===== src/rtl/hero_write_rx_pkg.sv =====
`default_nettype none
// +----------------------------------------------------------------------+
// | hero_write_rx_pkg                                                    |
// | Shared types and sizing for the hero write bus and its receiver.     |
// | Rev 1.0                                                              |
// +----------------------------------------------------------------------+
package hero_write_rx_pkg;

  function automatic int hero_clog2(input int v);
    int r;
    r = 0;
    while ((1 << r) < v) r++;
    return r;
  endfunction

  localparam logic [1:0] HERO_CYC_IDLE    = 2'd0;
  localparam logic [1:0] HERO_CYC_VALID   = 2'd1;
  localparam logic [1:0] HERO_CYC_DONE    = 2'd2;
  localparam logic [1:0] HERO_CYC_ILLEGAL = 2'd3;

  typedef logic [6:0] sub_def_t;

  typedef struct packed {
    logic [1:0]  cycle_type;
    logic [35:0] wdat;
    sub_def_t    another_type_reference;
    logic        clk_en;
  } hero_write_t;

  typedef struct packed {
    logic [35:0] wdat;
    sub_def_t    sub;
    logic        last;
    logic        trunc;
  } hero_rx_beat_t;

  typedef enum logic [1:0] {
    RX_IDLE = 2'd0,
    RX_PKT  = 2'd1,
    RX_DROP = 2'd2
  } HERO_RX_STATE_E;

  localparam int HERO_RX_DEPTH     = 8;
  localparam int HERO_RX_MAX_BEATS = 16;
  localparam int HERO_RX_CNT_W     = hero_clog2(HERO_RX_DEPTH) + 1;
  localparam int HERO_RX_BCNT_W    = hero_clog2(HERO_RX_MAX_BEATS + 1);
  localparam int HERO_RX_BEAT_W    = $bits(hero_rx_beat_t);

endpackage
`default_nettype wire


===== src/rtl/hero_rx_fifo.sv =====
`default_nettype none
// +----------------------------------------------------------------------+
// | hero_rx_fifo                                                         |
// | Generic synchronous FIFO with occupancy count and no bypass path.    |
// | Rev 1.0                                                              |
// +----------------------------------------------------------------------+
module hero_rx_fifo
  import hero_write_rx_pkg::*;
#(
  parameter int WIDTH = 45,
  parameter int DEPTH = 8
) (
  input  logic                       clk,
  input  logic                       rst_n,
  input  logic                       push,
  input  logic [WIDTH-1:0]           push_data,
  input  logic                       pop,
  output logic [WIDTH-1:0]           head,
  output logic [hero_clog2(DEPTH):0] cnt,
  output logic                       empty
);

  localparam int AW = hero_clog2(DEPTH);

  logic [WIDTH-1:0] r_mem [DEPTH];
  logic [AW-1:0]    r_wr_ptr;
  logic [AW-1:0]    r_rd_ptr;
  logic [AW:0]      r_cnt;
  logic             w_full;
  logic             w_do_push;
  logic             w_do_pop;

  assign w_full    = (r_cnt == (AW+1)'(DEPTH));
  assign empty     = (r_cnt == '0);
  assign w_do_push = push & ~w_full;
  assign w_do_pop  = pop & ~empty;
  assign cnt       = r_cnt;
  // Head reads as zero when empty so the output is defined straight out of reset.
  assign head      = empty ? '0 : r_mem[r_rd_ptr];

  always_ff @(posedge clk) begin
    if (w_do_push) r_mem[r_wr_ptr] <= push_data;
  end

  always_ff @(posedge clk or negedge rst_n) begin
    if (!rst_n) begin
      r_wr_ptr <= '0;
      r_rd_ptr <= '0;
      r_cnt    <= '0;
    end else begin
      if (w_do_push) r_wr_ptr <= r_wr_ptr + AW'(1);
      if (w_do_pop)  r_rd_ptr <= r_rd_ptr + AW'(1);
      case ({w_do_push, w_do_pop})
        2'b10:   r_cnt <= r_cnt + (AW+1)'(1);
        2'b01:   r_cnt <= r_cnt - (AW+1)'(1);
        default: r_cnt <= r_cnt;
      endcase
    end
  end

endmodule
`default_nettype wire


===== src/rtl/hero_write_rx.sv =====
`default_nettype none
// +----------------------------------------------------------------------+
// | hero_write_rx                                                        |
// | Hero write bus receiver: framing FSM, beat FIFO and sticky status.   |
// | Rev 1.0                                                              |
// +----------------------------------------------------------------------+
module hero_write_rx
  import hero_write_rx_pkg::*;
#(
  parameter int DEPTH      = HERO_RX_DEPTH,
  parameter int MAX_BEATS  = HERO_RX_MAX_BEATS,
  parameter int DROP_CNT_W = 16
) (
  input  logic                       clk,
  input  logic                       rst_n,
  input  hero_write_t                hero_wr_i,
  output logic                       out_valid_o,
  input  logic                       out_ready_i,
  output hero_rx_beat_t              out_beat_o,
  input  logic                       status_clr_i,
  output logic                       illegal_o,
  output logic                       trunc_o,
  output logic [DROP_CNT_W-1:0]      drop_cnt_o,
  output logic [hero_clog2(DEPTH):0] fifo_cnt_o
);

  localparam int CNT_W  = hero_clog2(DEPTH) + 1;
  localparam int BCNT_W = hero_clog2(MAX_BEATS + 1);

  HERO_RX_STATE_E        r_state;
  HERO_RX_STATE_E        w_state_nxt;
  logic [BCNT_W-1:0]     r_bcnt;
  logic [BCNT_W-1:0]     w_bcnt_nxt;
  logic [BCNT_W-1:0]     w_bcnt_inc;
  logic [CNT_W-1:0]      w_fifo_cnt;
  logic [DROP_CNT_W-1:0] r_drop_cnt;
  logic                  r_illegal;
  logic                  r_trunc;
  logic                  w_is_valid;
  logic                  w_is_done;
  logic                  w_is_beat;
  logic                  w_is_illegal;
  logic                  w_room;
  logic                  w_one_left;
  logic                  w_push;
  logic                  w_drop;
  logic                  w_set_trunc;
  logic                  w_last;
  logic                  w_trunc;
  logic                  w_empty;
  hero_rx_beat_t         w_push_beat;

  assign w_is_valid   = hero_wr_i.clk_en & (hero_wr_i.cycle_type == HERO_CYC_VALID);
  assign w_is_done    = hero_wr_i.clk_en & (hero_wr_i.cycle_type == HERO_CYC_DONE);
  assign w_is_beat    = w_is_valid | w_is_done;
  assign w_is_illegal = hero_wr_i.clk_en & (hero_wr_i.cycle_type == HERO_CYC_ILLEGAL);

  // Room is judged on the registered count; a same-cycle pop is not credited.
  assign w_room     = (w_fifo_cnt < CNT_W'(DEPTH));
  assign w_one_left = (w_fifo_cnt == CNT_W'(DEPTH - 1));
  assign w_bcnt_inc = r_bcnt + BCNT_W'(1);

  always_comb begin
    w_state_nxt = r_state;
    w_bcnt_nxt  = r_bcnt;
    w_push      = 1'b0;
    w_drop      = 1'b0;
    w_set_trunc = 1'b0;
    w_last      = 1'b0;
    w_trunc     = 1'b0;
    case (r_state)
      RX_IDLE, RX_PKT: begin
        if (w_is_beat) begin
          if (w_room) begin
            w_push  = 1'b1;
            w_last  = w_is_done | (w_bcnt_inc == BCNT_W'(MAX_BEATS)) | w_one_left;
            w_trunc = w_last & w_is_valid;
            if (w_is_done) begin
              w_state_nxt = RX_IDLE;
              w_bcnt_nxt  = '0;
            end else if (w_trunc) begin
              w_state_nxt = RX_DROP;
              w_bcnt_nxt  = '0;
              w_set_trunc = 1'b1;
            end else begin
              w_state_nxt = RX_PKT;
              w_bcnt_nxt  = w_bcnt_inc;
            end
          end else begin
            w_drop      = 1'b1;
            w_state_nxt = w_is_done ? RX_IDLE : RX_DROP;
            w_bcnt_nxt  = '0;
          end
        end
      end
      RX_DROP: begin
        if (w_is_beat) begin
          w_drop = 1'b1;
          if (w_is_done) w_state_nxt = RX_IDLE;
        end
      end
      default: begin
        w_state_nxt = RX_IDLE;
        w_bcnt_nxt  = '0;
      end
    endcase
  end

  always_ff @(posedge clk or negedge rst_n) begin
    if (!rst_n) begin
      r_state <= RX_IDLE;
      r_bcnt  <= '0;
    end else begin
      r_state <= w_state_nxt;
      r_bcnt  <= w_bcnt_nxt;
    end
  end

  always_ff @(posedge clk or negedge rst_n) begin
    if (!rst_n) begin
      r_illegal  <= 1'b0;
      r_trunc    <= 1'b0;
      r_drop_cnt <= '0;
    end else if (status_clr_i) begin
      r_illegal  <= 1'b0;
      r_trunc    <= 1'b0;
      r_drop_cnt <= '0;
    end else begin
      if (w_is_illegal) r_illegal <= 1'b1;
      if (w_set_trunc)  r_trunc   <= 1'b1;
      if (w_drop && (r_drop_cnt != '1)) r_drop_cnt <= r_drop_cnt + DROP_CNT_W'(1);
    end
  end

  assign w_push_beat.wdat  = hero_wr_i.wdat;
  assign w_push_beat.sub   = hero_wr_i.another_type_reference;
  assign w_push_beat.last  = w_last;
  assign w_push_beat.trunc = w_trunc;

  hero_rx_fifo #(
    .WIDTH (HERO_RX_BEAT_W),
    .DEPTH (DEPTH)
  ) u_fifo (
    .clk       (clk),
    .rst_n     (rst_n),
    .push      (w_push),
    .push_data (w_push_beat),
    .pop       (out_valid_o & out_ready_i),
    .head      (out_beat_o),
    .cnt       (w_fifo_cnt),
    .empty     (w_empty)
  );

  assign out_valid_o = ~w_empty;
  assign fifo_cnt_o  = w_fifo_cnt;
  assign illegal_o   = r_illegal;
  assign trunc_o     = r_trunc;
  assign drop_cnt_o  = r_drop_cnt;

  // One_left always truncates, so a mid-packet beat must never meet a full FIFO.
  a_no_full_in_pkt : assert property (@(posedge clk) disable iff (!rst_n)
    !((r_state == RX_PKT) && w_is_beat && !w_room));

endmodule
`default_nettype wire


===== config.mk =====
export PLATFORM = sky130hd
export DESIGN_NAME = hero_write_rx
export DESIGN_NICKNAME = d
export VERILOG_FILES = /design/src/rtl/hero_write_rx_pkg.sv /design/src/rtl/hero_rx_fifo.sv /design/src/rtl/hero_write_rx.sv
export SDC_FILE = /design/constraint.sdc
export NUM_CORES = 1
export LEC_CHECK = 0
export CAP_MARGIN = 20
export CORE_UTILIZATION = 45
export DETAILED_ROUTE_END_ITERATION = 16
export PLACE_DENSITY = 0.75
export SLEW_MARGIN = 40
export SYNTH_ARGS = -nofsm -noshare
export SYNTH_HDL_FRONTEND = slang
export SYNTH_HIERARCHICAL = 1
export SYNTH_SLANG_ARGS = --single-unit

===== constraint.sdc =====
create_clock -name clk -period 5 [get_ports clk]
set_clock_uncertainty 0.2 [all_clocks]
set_input_delay 1.25 -clock clk [delete_from_list [all_inputs] [get_ports clk]]
set_output_delay 1.25 -clock clk [all_outputs]
set_load 0.005 [all_outputs]

[Word level (Yosys, flattened, before mapping)]
Memory sizes are Yosys's and may differ from the RTL's.
Cells that the tools add are included.
Word-level totals
  flip-flop bits (word level): 35
  bits in writable memories: 360
  input bits: 50
  word-level logic and storage cells: 94
  memories: 1
Operators by class
  add/subtract/negate cells: 6
  order comparisons: 1
  equal/unequal tests: 14
  muxes and demuxes: 41
  bitwise logic cells: 13
  reductions and logical operators: 10
Memories
  u_fifo.r_mem: depth 8, width 45, read ports 1, clocked after Yosys merged registers in 0, write ports 1, line hero_rx_fifo.sv:25  | logic [WIDTH-1:0] r_mem [DEPTH];
Operator list (count)
  two-way mux 45 bit: 1
  two-way mux 16 bit: 2
  two-way mux 1 bit: 23
  two-way mux 5 bit: 4
  adder 16 x 1 -> 16 bit (second input constant): 1
  inequality test 16 bit (second input constant): 1
  two-way mux 2 bit: 7
  one-hot mux 5 bit (2 select lines): 1
  equality test 2 bit (second input constant): 4
  one-hot mux 4 bit (2 select lines): 1
  nonzero test 2 bit: 4
  bitwise AND 1 bit: 7
  adder 3 x 1 -> 3 bit (second input constant): 2
  equality test 2 x 1 -> 1 bit (second input constant): 3
  inequality test 2 bit (second input constant): 3
  adder 5 x 1 -> 5 bit (second input constant): 1
  equality test 5 bit (second input constant): 1
  adder 4 x 1 -> 4 bit (second input constant): 1
  equality test 4 x 3 -> 1 bit (second input constant): 1
  equality test 4 bit (second input constant): 1
  zero test 4 bit: 1
  < comparator 4 bit (second input constant): 1
  one-hot mux 2 bit (2 select lines): 1
  subtractor 4 x 1 -> 4 bit (second input constant): 1
  8 further kinds: 12

[Longest topological paths before layout]
Gate-level depths: netlist of run 1.
  word-level depth: 12
  depth in mapped cells: 13
  mapped depth without buffers: 12

[Hierarchy]
Netlist of run 1, hierarchy kept.
By module, submodules not included
  hero_rx_fifo: instances 1, cells an instance 630, area each 14343.8 µm²
  hero_write_rx: instances 1, cells an instance 169, area each 1508.9 µm²

[Worst setup path after synthesis of run 1]
No wires, ideal clock.
  path type: input to register
  from: in hero_wr_i[44] in the netlist's numbering
  to: mem u_fifo.r_mem[0][0] (enable)
  arrival: 5.180 ns
  setup slack: -0.883 ns
  cell stages on the path: 6
  path buffers: 0
  path through: xor2_2 nand2_1 nor2_1 o41a_1 nand2b_1 nor3_1
Between the ends
  longest elaborated chain between the ends: 8
Ends and longest elaborated chain
  start, declared: line hero_write_rx.sv:16  | input hero_write_t hero_wr_i,
  equality test 2 x 1 -> 1 bit or equality test 2 bit (tied branches): line hero_write_rx.sv:53, hero_write_rx.sv:54
  bitwise AND 1 bit (on tied branches): line hero_write_rx.sv:53, hero_write_rx.sv:54
  OR 1 bit (*): line hero_write_rx.sv:55  | assign w_is_beat = w_is_valid | w_is_done;
  two-way mux 1 bit (*): line hero_write_rx.sv:73  | if (w_is_beat) begin
  two-way mux 1 bit (*): line hero_write_rx.sv:71  | case (r_state)
  named net w_push: line hero_write_rx.sv:45  | logic w_push;
  bitwise AND 1 bit (*): line hero_rx_fifo.sv:35  | assign w_do_push = push & ~w_full;
  two-way mux 1 bit (*): line hero_rx_fifo.sv:42  | if (w_do_push) r_mem[r_wr_ptr] <= push_data;
  two-way mux 1 bit (not written as such) (*): line hero_rx_fifo.sv:42
  end, declared: line hero_rx_fifo.sv:25
The timed path passes the listed nets; every way through them passes the cells marked *.

==> results.cfg, run 1 <==
[status]
outcome = completed

[timing]
worstMarginPinSlew_ps = 816
worst_slack_ps = 409
fmax_mhz = 218
hold_violations = 0
setup_tns_ps = 0
fin_crit_sh_pct = 91.8
slew_violations = 0
slew_headroom_pct = 45.6
setup_viol = 0
rsz0062_at_grt = false
fin_crit_ps = 4590

[cts]
clockRootBuffer = clkbuf_16
cts_hold_buf = 0
cts_resized = 0
cts_sinks = 395
cts_setup_buffers = 0
numCtsBuffers = 40
clockBufferDepth = 3
insertion_delay_ps = 520
cts_tree = yes
htree_levels = 2
clk_pin_slew_worst_paths_ps = 60

[floorplanning]
ioPinCount = 118
fp.coreArea_mm2 = 0.0346
die-area_mm2 = 0.0360
rows = 68
start_util_pct = 45.8
die_w_um = 190
fp.dieH_um = 190

[yosys]
synth-seq-cells = 395
synth_edf_count = 360
syn_area_per_cell_um2 = 19.8
synth_ff_type = edfxtp_1
synth_cell_type_count = 49
synthArstFlopShare_pct = 8.86
yosysSeqAreaShare_pct = 73.7
syn_inst = 799
ys_warn_count = 6
syn_nets = 856
synthesis.area_mm2 = 0.0159

[power]
p_per_area_mw_per_mm2 = 515
irDropWorstVdd_mv = 0.304
p_leak_uw = 0.00635

[final_layout]
drive_above_1_share_pct = 17.3
diodes = 0
area_delta_synth_final_pct = 20.0
fin_nets = 1006

[routing]
wl_mm = 31.1
vias = 7925
wl_per_cell_um = 21.7
drt-vias-per-instance = 5.53
drt_iter0_drc = 498
drc = 0
antenna_left = 0
drtPass1Iterations = 5

[setup_path]
cp_top_family = flip-flops
critPathLaunchType = flop
worst_path_max_delay_cell = dfrtp_4
crit_required_ps = 3550
crit_arrival_ps = 3140
endpoint_kind = output pin
path_depth = 5
path_max_fanout = 35
cpPeakStageDelay_ps = 890
path_class = flop to output pin
cp_cell_sequence = buf_4 > mux4_1 > mux2i_1 > nor2_1 > clkdlybuf4s50_1
path_buf_inv = 2
worst_r2r_path_depth = 11

[grt]
grt_overflow = 0
grt_max_degree = 58
antenna_found_initial = 0
grt_pass1_vias = 8202
grt_usage_pct = 17.6
grt_pass1_wl_mm = 47.9

[place]
hpwlAfterDp_mm = 18.2
pre_cts_slack_ps = 660
gp_congestion = 0.853
io_buffers = 117

[run]
drv_cap = 0

[hold_path]
whs_path_depth = 2
hold_path.class = flop to flop
-- cell families after synthesis --
family / synth area share (%)
flip-flops: 73.7
AND/OR/NAND/NOR: 4.89
multiplexers: 16.5
buffers and inverters: 1.68
AO/OA/AOI/OAI: 1.74
XOR/XNOR: 0.931
adder cells (fa/ha/maj): 0.552
-- sequential cells by signal, indices dropped and copies added (netlist names) --
signal / count
u_fifo/r_mem: 360
drop_cnt_o: 16
r_bcnt: 5
u_fifo/cnt: 4
u_fifo/r_rd_ptr: 3
u_fifo/r_wr_ptr: 3
r_state: 2
illegal_o: 1
trunc_o: 1
-- cell type report --
type                            count  area (um^2)
Timing Repair Buffer              144         1450
Clock buffer                       51         1040
Fill cell                        2605        15600
Sequential cell                   395        11700
Clock inverter                     19          253
Multi-Input combinational cell    361         3980
Inverter                            7         26.3
Tap cell                          455          569
-- per-layer routing --
| metal | global-route usage (%) | share of wire [%] | vias up |
|---|---|---|---|
| met2 | 28.1 | 48 | 238 |
| met1 | 25.1 | 44 | 4093 |
| li1 | - | - | 3550 |
| met4 | 4.44 | 1.8 | 0 |
| met3 | 3.54 | 5.9 | 44 |
| met5 | 0 | 0 | - |
-- power breakdown --
group / switching, uW / total (uW) / leakage (uW) / internal [uW]
registers: 389 / 4180 / 0.00372 / 3790
logic: 1070 / 2660 / 0.00200 / 1590
clock network: 1180 / 2960 / 0.000631 / 1780
total: 2640 / 9800 / 0.00635 / 7170
-- worst paths after layout --
kind                                         start                  to  slack [ps]
worst max-delay path            u_fifo/r_rd_ptr[0]      out_beat_o[30]         410
worst min-delay path            u_fifo/r_wr_ptr[0]  u_fifo/r_wr_ptr[0]         340
worst max register to register       u_fifo/cnt[2]       u_fifo/cnt[2]        1720
worst min register to register  u_fifo/r_wr_ptr[0]  u_fifo/r_wr_ptr[0]         340
max in group asynchronous                    rst_n  u_fifo/r_rd_ptr[1]        3300
min in group asynchronous                    rst_n      drop_cnt_o[11]         940
-- worst reg2reg max path, stage by stage, from the launching register on --
cell and delay, ps:
dfrtp_1 480, nor4_2 470, buf_4 520, nor2b_1 100, nor2b_1 210, ha_1 300, xor2_1 170, ha_1 190
a21oi_1 150, xor2_1 160, nor2_1 70, xor2_1 150
-- cell usage after synthesis (3+ instances only) --
| cell type | instances | area [um^2] |
|---|---|---|
| nor2_1 | 73 | 274 |
| nand3_1 | 9 | 45.0 |
| inv_1 | 7 | 26.3 |
| nor4_1 | 6 | 37.5 |
| a31oi_1 | 5 | 31.3 |
| xnor2_1 | 7 | 61.3 |
| clkbuf_1 | 3 | 11.3 |
| or3_1 | 3 | 18.8 |
| mux4_2 | 65 | 1460 |
| nor3_1 | 7 | 35.0 |
| nand3b_1 | 3 | 22.5 |
| mux2i_1 | 47 | 470 |
| dfrtp_1 | 35 | 876 |
| a21oi_1 | 12 | 60.1 |
| xor2_1 | 8 | 70.1 |
| ha_1 | 7 | 87.6 |
| nor2b_1 | 4 | 25.0 |
| or2_2 | 3 | 18.8 |
| buf_6 | 10 | 113 |
| nand2b_1 | 8 | 50.1 |
| o21ai_0 | 9 | 45.0 |
| nand4_1 | 7 | 43.8 |
| and2_1 | 3 | 18.8 |
| edfxtp_1 | 360 | 10800 |
| mux4_1 | 25 | 657 |
| buf_2 | 21 | 105 |
| nand2_1 | 25 | 93.8 |
-- per-stage QoR --
stage,total power (uW),area (um^2),util (%),instances,hold WS (ps)
final,9800,19000,54.9,1432,343
after CTS,9920,19000,54.9,1432,342
after global routing,10200,19000,54.9,1432,381
after floorplan,5770,15900,-,799,286
after detailed placement,6950,17700,51.2,1362,329
after global placement,6920,17700,51.2,1362,324
-- placed cells by master, fill, tap and decap left out, drive strengths merged, types with 3 or more instances in the layout --
cell type,instances
nand3b,3
clkinv,12
ha,7
a31oi,5
nand4,8
inv,8
nand2b,8
mux4,90
xor2,9
nand2,25
edfxtp,360
a21oi,12
bufinv,6
or2,3
nor4,7
clkbuf,51
xnor2,7
o21ai,9
nor3,7
mux2i,47
clkdlybuf4s50,117
nor2,73
and2,3
nand3,9
dfrtp,35
buf,27
nor2b,4
or3,3
No activity file was read; power rests on OpenSTA's default activity.
==> run 2, diff against run 1 <==
--- a/config.mk
+++ b/config.mk
@@ -9,6 +9,7 @@
 export CORE_UTILIZATION = 45
 export DETAILED_ROUTE_END_ITERATION = 16
 export PLACE_DENSITY = 0.75
+export REMOVE_ABC_BUFFERS = 1
 export SLEW_MARGIN = 40
 export SYNTH_ARGS = -nofsm -noshare
 export SYNTH_HDL_FRONTEND = slang
==> constraint.sdc (replaced) <==
create_clock -name clk -period 4.2 [get_ports clk]
set_clock_uncertainty 0.2 [all_clocks]
set_input_delay 1.05 -clock clk [delete_from_list [all_inputs] [get_ports clk]]
set_output_delay 1.05 -clock clk [all_outputs]
set_load 0.005 [all_outputs]
==> results.cfg, run 2 (synthesis gave the netlist of run 1 again) <==
[status]
outcome = completed

[power]
p_per_area_mw_per_mm2 = 609
clockPowerShare_pct = 29.2
p_sw_share_pct = 26.9
irDropWorstVdd_mv = 0.389
seqPwrFrac_pct = 41.3
p_sw_uw = 3120
p_comb_share_pct = 29.5
p_int_uw = 8500
p_leak_uw = 0.00638

[final_layout]
final_cell_mix = 360 x edfxtp_1, 116 x clkdlybuf4s50_1, 67 x nor2_1
fin_nets = 1007
fill_cells = 2568
largest_reg_flops = 360
drive_above_1_share_pct = 17.4
final_util_pct = 55.1
area_delta_synth_final_pct = 20.5
layout.cells.most_common = edfxtp_1
regMostFlops = u_fifo/r_mem
diodes = 0

[routing]
wl_mm = 30.8
drc = 0
wl_per_cell_um = 21.5
drt-vias-per-instance = 5.49
drtPass1Iterations = 5
antenna_left = 0
drt_iter0_drc = 692
vias = 7870

[hold_path]
hold_path.class = input pin to asynchronous set/reset pin

[grt]
grt_pass1_vias = 8244
grt_overflow = 0
grt_usage_pct = 17.5
grt_pass1_wl_mm = 47.7
grt_max_degree = 49
antenna_found_initial = 0

[timing]
fmax_mhz = 250
setup_viol = 0
setup_tns_ps = 0
fin_crit_sh_pct = 95.2
hold_violations = 0
whs_ps = 252
rsz0062_at_grt = false
worstMarginPinSlew_ps = 840
slew_violations = 0
slew_headroom_pct = 43.7
fin_crit_ps = 4000

[cts]
clockRootBuffer = clkbuf_16
clk_pin_slew_worst_paths_ps = 60
cts_tree = yes
htree_levels = 2
cts_sinks = 395
clockBufferDepth = 3
numCtsBuffers = 41
cts_hold_buf = 0
insertion_delay_ps = 520

[floorplanning]
start_util_pct = 45.8
rows = 68
fp.coreArea_mm2 = 0.0346
die-area_mm2 = 0.0360
ioPinCount = 118
die_w_um = 190
fp.dieH_um = 190

[run]
drv_cap = 0

[setup_path]
critPathLaunchType = flop
endpoint_kind = output pin
path_class = flop to output pin
crit_required_ps = 2950
crit_arrival_ps = 2750
path_max_fanout = 35

[place]
io_buffers = 117
gp_congestion = 0.850
hpwlAfterDp_mm = 17.7
[run 2: cell count changes in the layout (fill, tap and decap cells not counted), moves of 2 or more]
cell,before,now
buf_4,21,10
bufinv_16,6,3
nor3_2,0,2
clkinv_4,0,2
nor3_4,2,0
buf_12,6,16
[run 2: layer usage]
| layer | track usage [%] | wire [um] | up-vias |
|---|---|---|---|
| met2 | 29.2 | 15300 | 233 |
| met1 | 23.8 | 13100 | 4048 |
| met4 | 4.28 | 500 | 0 |
| li1 | - | - | 3551 |
| met3 | 3.41 | 1830 | 38 |
| met5 | 0 | 0 | - |
[run 2: worst paths after layout]
path	from	end	slack [ps]	cells past startpoint
setup / recovery	u_fifo/r_rd_ptr[1]	out_beat_o[13]	200	5
max in group asynchronous	rst_n	trunc_o	3030	2
hold / removal	rst_n	drop_cnt_o[15]	250	1
hold reg to reg	illegal_o	illegal_o	310	2
setup reg to reg	u_fifo/cnt[2]	u_fifo/cnt[2]	1230	12
min in group clk	illegal_o	illegal_o	310	2
[run 2: worst max-delay path, cell delays in order (launching register included)]
cell and delay, ps:
dfrtp_4 780, buf_12 280, mux4_2 340, mux2i_1 260, nor2_1 70, clkdlybuf4s50_1 460
[run 2: what timing repair did]
| item | in CTS | in global routing |
|---|---|---|
| setup buffers | 2 | 0 |
| setup endpoints to repair | 2 | 0 |
| gates resized for setup | 1 | 0 |
[run 2: cell type report]
class / instances / area, um^2 / area share [%]
sequential: 395 / 11700 / 61.3
multi-input combinational: 361 / 3960 / 20.7
timing repair buffer: 144 / 1590 / 8.32
clock buffer: 54 / 1080 / 5.68
tap: 455 / 569 / 2.98
clock inverter: 17 / 169 / 0.884
inverter: 7 / 26.3 / 0.138
[run 2: per-stage QoR]
stage	instance area, um^2	worst slack [ps]	instances	total power (uW)
2_1_floorplan	15600	-1840	763	6860
3_3_place_gp	17800	279	1359	8270
3_5_place_dp	17800	232	1360	8330
4_1_cts	19100	135	1433	11800
5_1_grt	19100	69.9	1433	12200
6_report	19100	203	1433	11600
[run 2: power by group through the flow]
stage,sequential (uW),combinational (uW),clock (uW)
after floorplan,5060,1800,0
after global placement,4960,3310,0
after detailed placement,4910,3420,0
after CTS,4800,3510,3480
after global routing,4820,3720,3630
final,4800,3430,3400
